==> src/rtl/rf_scoreboard_pkg.sv <==
// Shared constants and helpers for the register-file scoreboard.
// Holds the GPR geometry, Tnew/Tuse widths and the default write-back latency.
package rf_scoreboard_pkg;

    localparam int WB_LAT_DEF = 3;
    localparam int NGPR       = 32;
    localparam int REG_W      = 5;
    localparam int TNEW_W     = 2;
    localparam int TUSE_W     = 2;

    // Width of the per-register lifetime counter: must hold WB_LAT.
    function automatic int life_width(input int lat);
        return (lat < 1) ? 1 : $clog2(lat + 1);
    endfunction

endpackage

==> src/rtl/rf_sb_entry.sv <==
// One scoreboard entry: Tnew and lifetime counters for a single GPR.
// Ports: clk, reset, load_i/tnew_i (new producer), tnew_o, busy_o.
module rf_sb_entry
    import rf_scoreboard_pkg::*;
#(
    parameter int WB_LAT = WB_LAT_DEF
) (
    input  logic              clk,
    input  logic              reset,
    input  logic              load_i,
    input  logic [TNEW_W-1:0] tnew_i,
    output logic [TNEW_W-1:0] tnew_o,
    output logic              busy_o
);

    localparam int                LIFE_W    = life_width(WB_LAT);
    localparam logic [LIFE_W-1:0] LIFE_INIT = LIFE_W'(WB_LAT);

    logic [TNEW_W-1:0] tnew_q, tnew_d;
    logic [LIFE_W-1:0] life_q, life_d;

    // A new producer overwrites any older in-flight write (WAW).
    always_comb begin
        tnew_d = tnew_q;
        life_d = life_q;
        if (load_i) begin
            tnew_d = tnew_i;
            life_d = LIFE_INIT;
        end else begin
            if (tnew_q != '0) tnew_d = tnew_q - 1'b1;
            if (life_q != '0) life_d = life_q - 1'b1;
        end
    end

    always_ff @(posedge clk) begin
        if (reset) begin
            tnew_q <= '0;
            life_q <= '0;
        end else begin
            tnew_q <= tnew_d;
            life_q <= life_d;
        end
    end

    assign tnew_o = tnew_q;
    assign busy_o = (life_q != '0);

endmodule

==> src/rtl/rf_scoreboard.sv <==
// Register-file scoreboard: hazard stall, forwarding select, busy mask.
// Ports: issue_* (decode request), stall, rs_fwd/rt_fwd, busy_mask, stall_count.
module rf_scoreboard
    import rf_scoreboard_pkg::*;
#(
    parameter int WB_LAT = WB_LAT_DEF,
    parameter int CNT_W  = 16
) (
    input  logic              clk,
    input  logic              reset,
    input  logic              issue_valid,
    input  logic [REG_W-1:0]  issue_rs,
    input  logic [REG_W-1:0]  issue_rt,
    input  logic              use_rs,
    input  logic              use_rt,
    input  logic [TUSE_W-1:0] tuse_rs,
    input  logic [TUSE_W-1:0] tuse_rt,
    input  logic              issue_wr_en,
    input  logic [REG_W-1:0]  issue_wr_reg,
    input  logic [TNEW_W-1:0] issue_tnew,
    output logic              stall,
    output logic              rs_fwd,
    output logic              rt_fwd,
    output logic [NGPR-1:0]   busy_mask,
    output logic [CNT_W-1:0]  stall_count
);

    logic [TNEW_W-1:0] tnew_a [NGPR];
    logic              busy_a [NGPR];
    logic              accept;
    logic              rs_hit, rt_hit;
    logic              rs_late, rt_late;
    logic [CNT_W-1:0]  cnt_q, cnt_d;

    assign accept = issue_valid && !stall;

    // GPR 0 is hard-wired and never tracked.
    assign tnew_a[0] = '0;
    assign busy_a[0] = 1'b0;

    for (genvar g = 1; g < NGPR; g++) begin : g_ent
        rf_sb_entry #(
            .WB_LAT (WB_LAT)
        ) u_ent (
            .clk    (clk),
            .reset  (reset),
            .load_i (accept && issue_wr_en &&
                     (issue_wr_reg == REG_W'(g))),
            .tnew_i (issue_tnew),
            .tnew_o (tnew_a[g]),
            .busy_o (busy_a[g])
        );
    end

    always_comb begin
        busy_mask = '0;
        for (int i = 0; i < NGPR; i++) busy_mask[i] = busy_a[i];
    end

    // Checks read the current entries, so a self-dependent issue
    // sees the older producer, not its own load.
    assign rs_hit  = use_rs && (issue_rs != '0) && busy_a[issue_rs];
    assign rt_hit  = use_rt && (issue_rt != '0) && busy_a[issue_rt];
    assign rs_late = rs_hit && (tnew_a[issue_rs] > tuse_rs);
    assign rt_late = rt_hit && (tnew_a[issue_rt] > tuse_rt);

    assign stall  = issue_valid && (rs_late || rt_late);
    assign rs_fwd = rs_hit;
    assign rt_fwd = rt_hit;

    always_comb begin
        cnt_d = cnt_q;
        if (stall && (cnt_q != '1)) cnt_d = cnt_q + 1'b1;
    end

    always_ff @(posedge clk) begin
        if (reset) cnt_q <= '0;
        else       cnt_q <= cnt_d;
    end

    assign stall_count = cnt_q;

endmodule

==> config.mk <==
export PLATFORM = sky130hd
export DESIGN_NAME = rf_scoreboard
export DESIGN_NICKNAME = d
export VERILOG_FILES = /design/src/rtl/rf_scoreboard_pkg.sv /design/src/rtl/rf_sb_entry.sv /design/src/rtl/rf_scoreboard.sv
export SDC_FILE = /design/constraint.sdc
export NUM_CORES = 1
export LEC_CHECK = 0
export BUFFER_PORTS_ARGS = -buffer_cell sky130_fd_sc_hd__buf_2
export CORE_UTILIZATION = 50
export CTS_BUF_LIST = sky130_fd_sc_hd__clkbuf_8 sky130_fd_sc_hd__clkbuf_16
export DETAILED_ROUTE_END_ITERATION = 12
export GPL_ROUTABILITY_DRIVEN = 1
export PLACE_DENSITY_LB_ADDON = 0.25
export REMOVE_ABC_BUFFERS = 1
export SETUP_SLACK_MARGIN = 0.4
export SYNTH_ARGS = -nofsm -noshare
export SYNTH_HDL_FRONTEND = slang
export SYNTH_SLANG_ARGS = --single-unit
export TNS_END_PERCENT = 100
==> constraint.sdc <==
create_clock -name clk -period 4.85 [get_ports clk]
set_input_delay 0.485 -clock clk [delete_from_list [all_inputs] [get_ports clk]]
set_output_delay 0.485 -clock clk [all_outputs]
set_load 0.005 [all_outputs]
==> qor.txt <==
Register share of total power: 0.294
GR Overflow Total: 0
Full die area: 19800 sq um
Routed vias: 7323
RSZ-0062 raised after global routing: false
Slew headroom: 0.0751
N_diodes: 0
Leading cell type in the layout, fill and taps excluded: inv_1
Root Buffer: clkbuf_16
Setup CP Type: input pin to output pin
Clock slew at reported path FFs: 0.06 ns
Layout Skew: 0.0101 ns
Critical Path Fanout Max: 48
Total track usage: 0.239
Resized cells post-CTS: 0
Cell Int Power: 4.13 mW
Crit end category: output pin
Initial antenna violation count: 0
Post-synthesis instance total: 1061
Slowest CP cell: mux4_2
# setup viols final: 0
GPL Wtd Cong: 0.866
Vias in the first global route: 7150
Critical Path RT: 4.37 ns
CP Cell Sequence: buf_2 > mux4_2 > mux4_2 > mux2_2 > ha_1 > a21oi_1 > a211oi_1 > a22oi_2 > buf_12 > nor2_1 > buf_2
Max Root-Sink Buffers: 2
Starting Density: 0.512
Critical path arrival: 3.60 ns
Fin crit share: 0.842
Final hold violations: 0
Synth Flop Type: dfxtp_1
Flops & latches, synth: 140
Worst Setup Start Kind: input pin
Core area: 18800 sq um
Clock sinks: 140
Final Routed Wirelength: 22400 um
Sw Share: 0.378
Residual DRC: 0
Max cap viols: 0
Die Span Y: 141 um
Chip width: 141 um
Post-synth EDFFs: 0
Final-stage net count: 1171
Num CTS Buffers: 17
Cell Pwr Density: 634 nW/um^2
Vias/cell: 5.53
Final Max Slew Viols: 0
Worst Tran Pin Value: 1.38 ns
Slowest stage delay, CP: 0.58 ns
Routed length per instance: 16.9 um
Synth async-reset ratio: 0
Mapped Area: 9610 sq um
IO buf count: 76
Drt pass-1 iters: 5
CTS tree: yes
Setup Fix Bufs, Post-CTS: 0
Row cnt: 50
Worst skew pair latency: 0.44 ns
Global-route wire length before repair: 36500 um
HPWL after DPL: 16100 um
Switching power: 2.51 mW
Hold crit path type: input pin to register
Area grow syn2layout: 9.01%
Pwr Total: 6.64 mW
Setup total negative slack: 0 ns
Yosys cell types: 48
Worst vdd ir: 330 uV
DRT iter0 DRCs: 502
Largest net degree at the start of global routing: 85
Cts hold-fix bufs: 0
H-tree depth: 4
Sequential area share after synthesis: 0.292
FMAX: 245 MHz
Commonest non-fill, non-tap cells in the layout: inv_1 (162), dfxtp_1 (140), mux2i_1 (80), a21oi_1 (75), buf_2 (75)
Share of cells above drive strength 1: 0.183
Final min period: 4.08 ns
Mean Syn Cell Area: 9.05 sq um
Clock group share of total power: 0.202
Detail Route Antenna Nets: 0
Synth warnings: 0
# IOs: 78
Status: finished clean
Logic pwr share: 0.504
Leak Pwr: 4.77 nW
path summary, 6_finish.rpt:
| path | end | slack, ns | cells after the start | start |
|---|---|---|---|---|
| setup / recovery | stall | 0.77 | 11 | issue_rs[0] |
| hold / removal | stall_count[7]$_SDFFE_PP0P_ | 0.50 | 3 | issue_valid |
| setup reg to reg | stall_count[14]$_SDFFE_PP0P_ | 1.50 | 9 | g_ent[31].u_ent.tnew_o[1]$_SDFFE_PP0P_ |
| hold reg to reg | stall_count[15]$_SDFFE_PP0P_ | 0.51 | 2 | stall_count[15]$_SDFFE_PP0P_ |
state kept, by name, summed over array words and instances (netlist names):
register,count
stall_count,16
g_ent.u_ent.life_q,62
g_ent.u_ent.tnew_o,62
area by class of cell:
cell class	count	area (sq um)
multi-input combinational	674	5730
sequential	140	2800
clock buffer	17	425
inverter	162	608
clock inverter	15	174
tap	234	293
timing repair buffer	82	440
fill	1679	8300
Yosys cell counts, types with 3 or more instances:
cell        n  area, sq um
a21oi_1    75          375
a22o_1      4         35.0
and2_1      3         18.8
and3_1      7         43.8
buf_1       3         11.3
buf_2       9         45.0
buf_4      35          263
clkbuf_1   37          139
dfxtp_1   140         2800
ha_1       67          838
inv_1     162          608
mux2_2     38          428
mux2i_1    80          801
mux4_2     45         1010
nand2_1    51          191
nand2b_1   67          419
nand3_1    30          150
nand3b_1    3         22.5
nand4_1    15         93.8
nor2_1     22         82.6
nor2b_1    13         81.3
nor3_1      8         40.0
nor3b_1     6         45.0
o21ai_0    42          210
o31ai_1     4         30.0
or3_1       4         25.0
or4_1       6         45.0
xnor2_1    31          272
xor2_1     31          272
worst max-delay path: cells and delay by family:
family	cells	cell delay, ns
fa+ha+maj	1	0.29
compound gates	3	0.49
buf+inv	3	0.88
mux	3	1.33
simple gates	1	0.06
through the flow:
| stage | instances | util | worst slack (ns) | cell area [sq um] | hold WS [ns] |
|---|---|---|---|---|---|
| detailed placement | 1292 | 0.526 | 0.784 | 9870 | 0.502 |
| finish | 1324 | 0.558 | 0.768 | 10500 | 0.501 |
| global route | 1324 | 0.558 | 0.570 | 10500 | 0.498 |
| global placement | 1292 | 0.526 | 0.777 | 9870 | 0.497 |
| CTS | 1324 | 0.558 | 0.785 | 10500 | 0.492 |
| floorplan | 976 | - | 0.667 | 9140 | 0.483 |
power by group through the flow:
stage                     clock network, mW  logic, mW  registers (mW)
after floorplan                           0       2.53            1.86
after global placement                    0       3.24            1.96
after detailed placement                  0       3.33            1.97
after CTS                              1.36       3.37            1.95
after global routing                   1.42       3.80            2.01
final                                  1.34       3.35            1.95
layer usage:
metal / part of all wire / global-route usage
met5: 0 / 0
met2: 0.46 / 0.390
met1: 0.45 / 0.306
met3: 0.059 / 0.0571
met4: 0.025 / 0.0927
cells by family (layout without fill, tap and decap cells):
kind of cell,count (synthesis),after routing,share of synthesized area
compound gates,140,140,0.0818
xor+xnor,62,62,0.0565
fa+ha+maj,67,67,0.0873
buf+inv,247,276,0.112
flops,140,140,0.292
mux,164,164,0.235
other cells,1,1,0.000390
simple gates,240,240,0.136
Power figures use the tool's default switching activity.
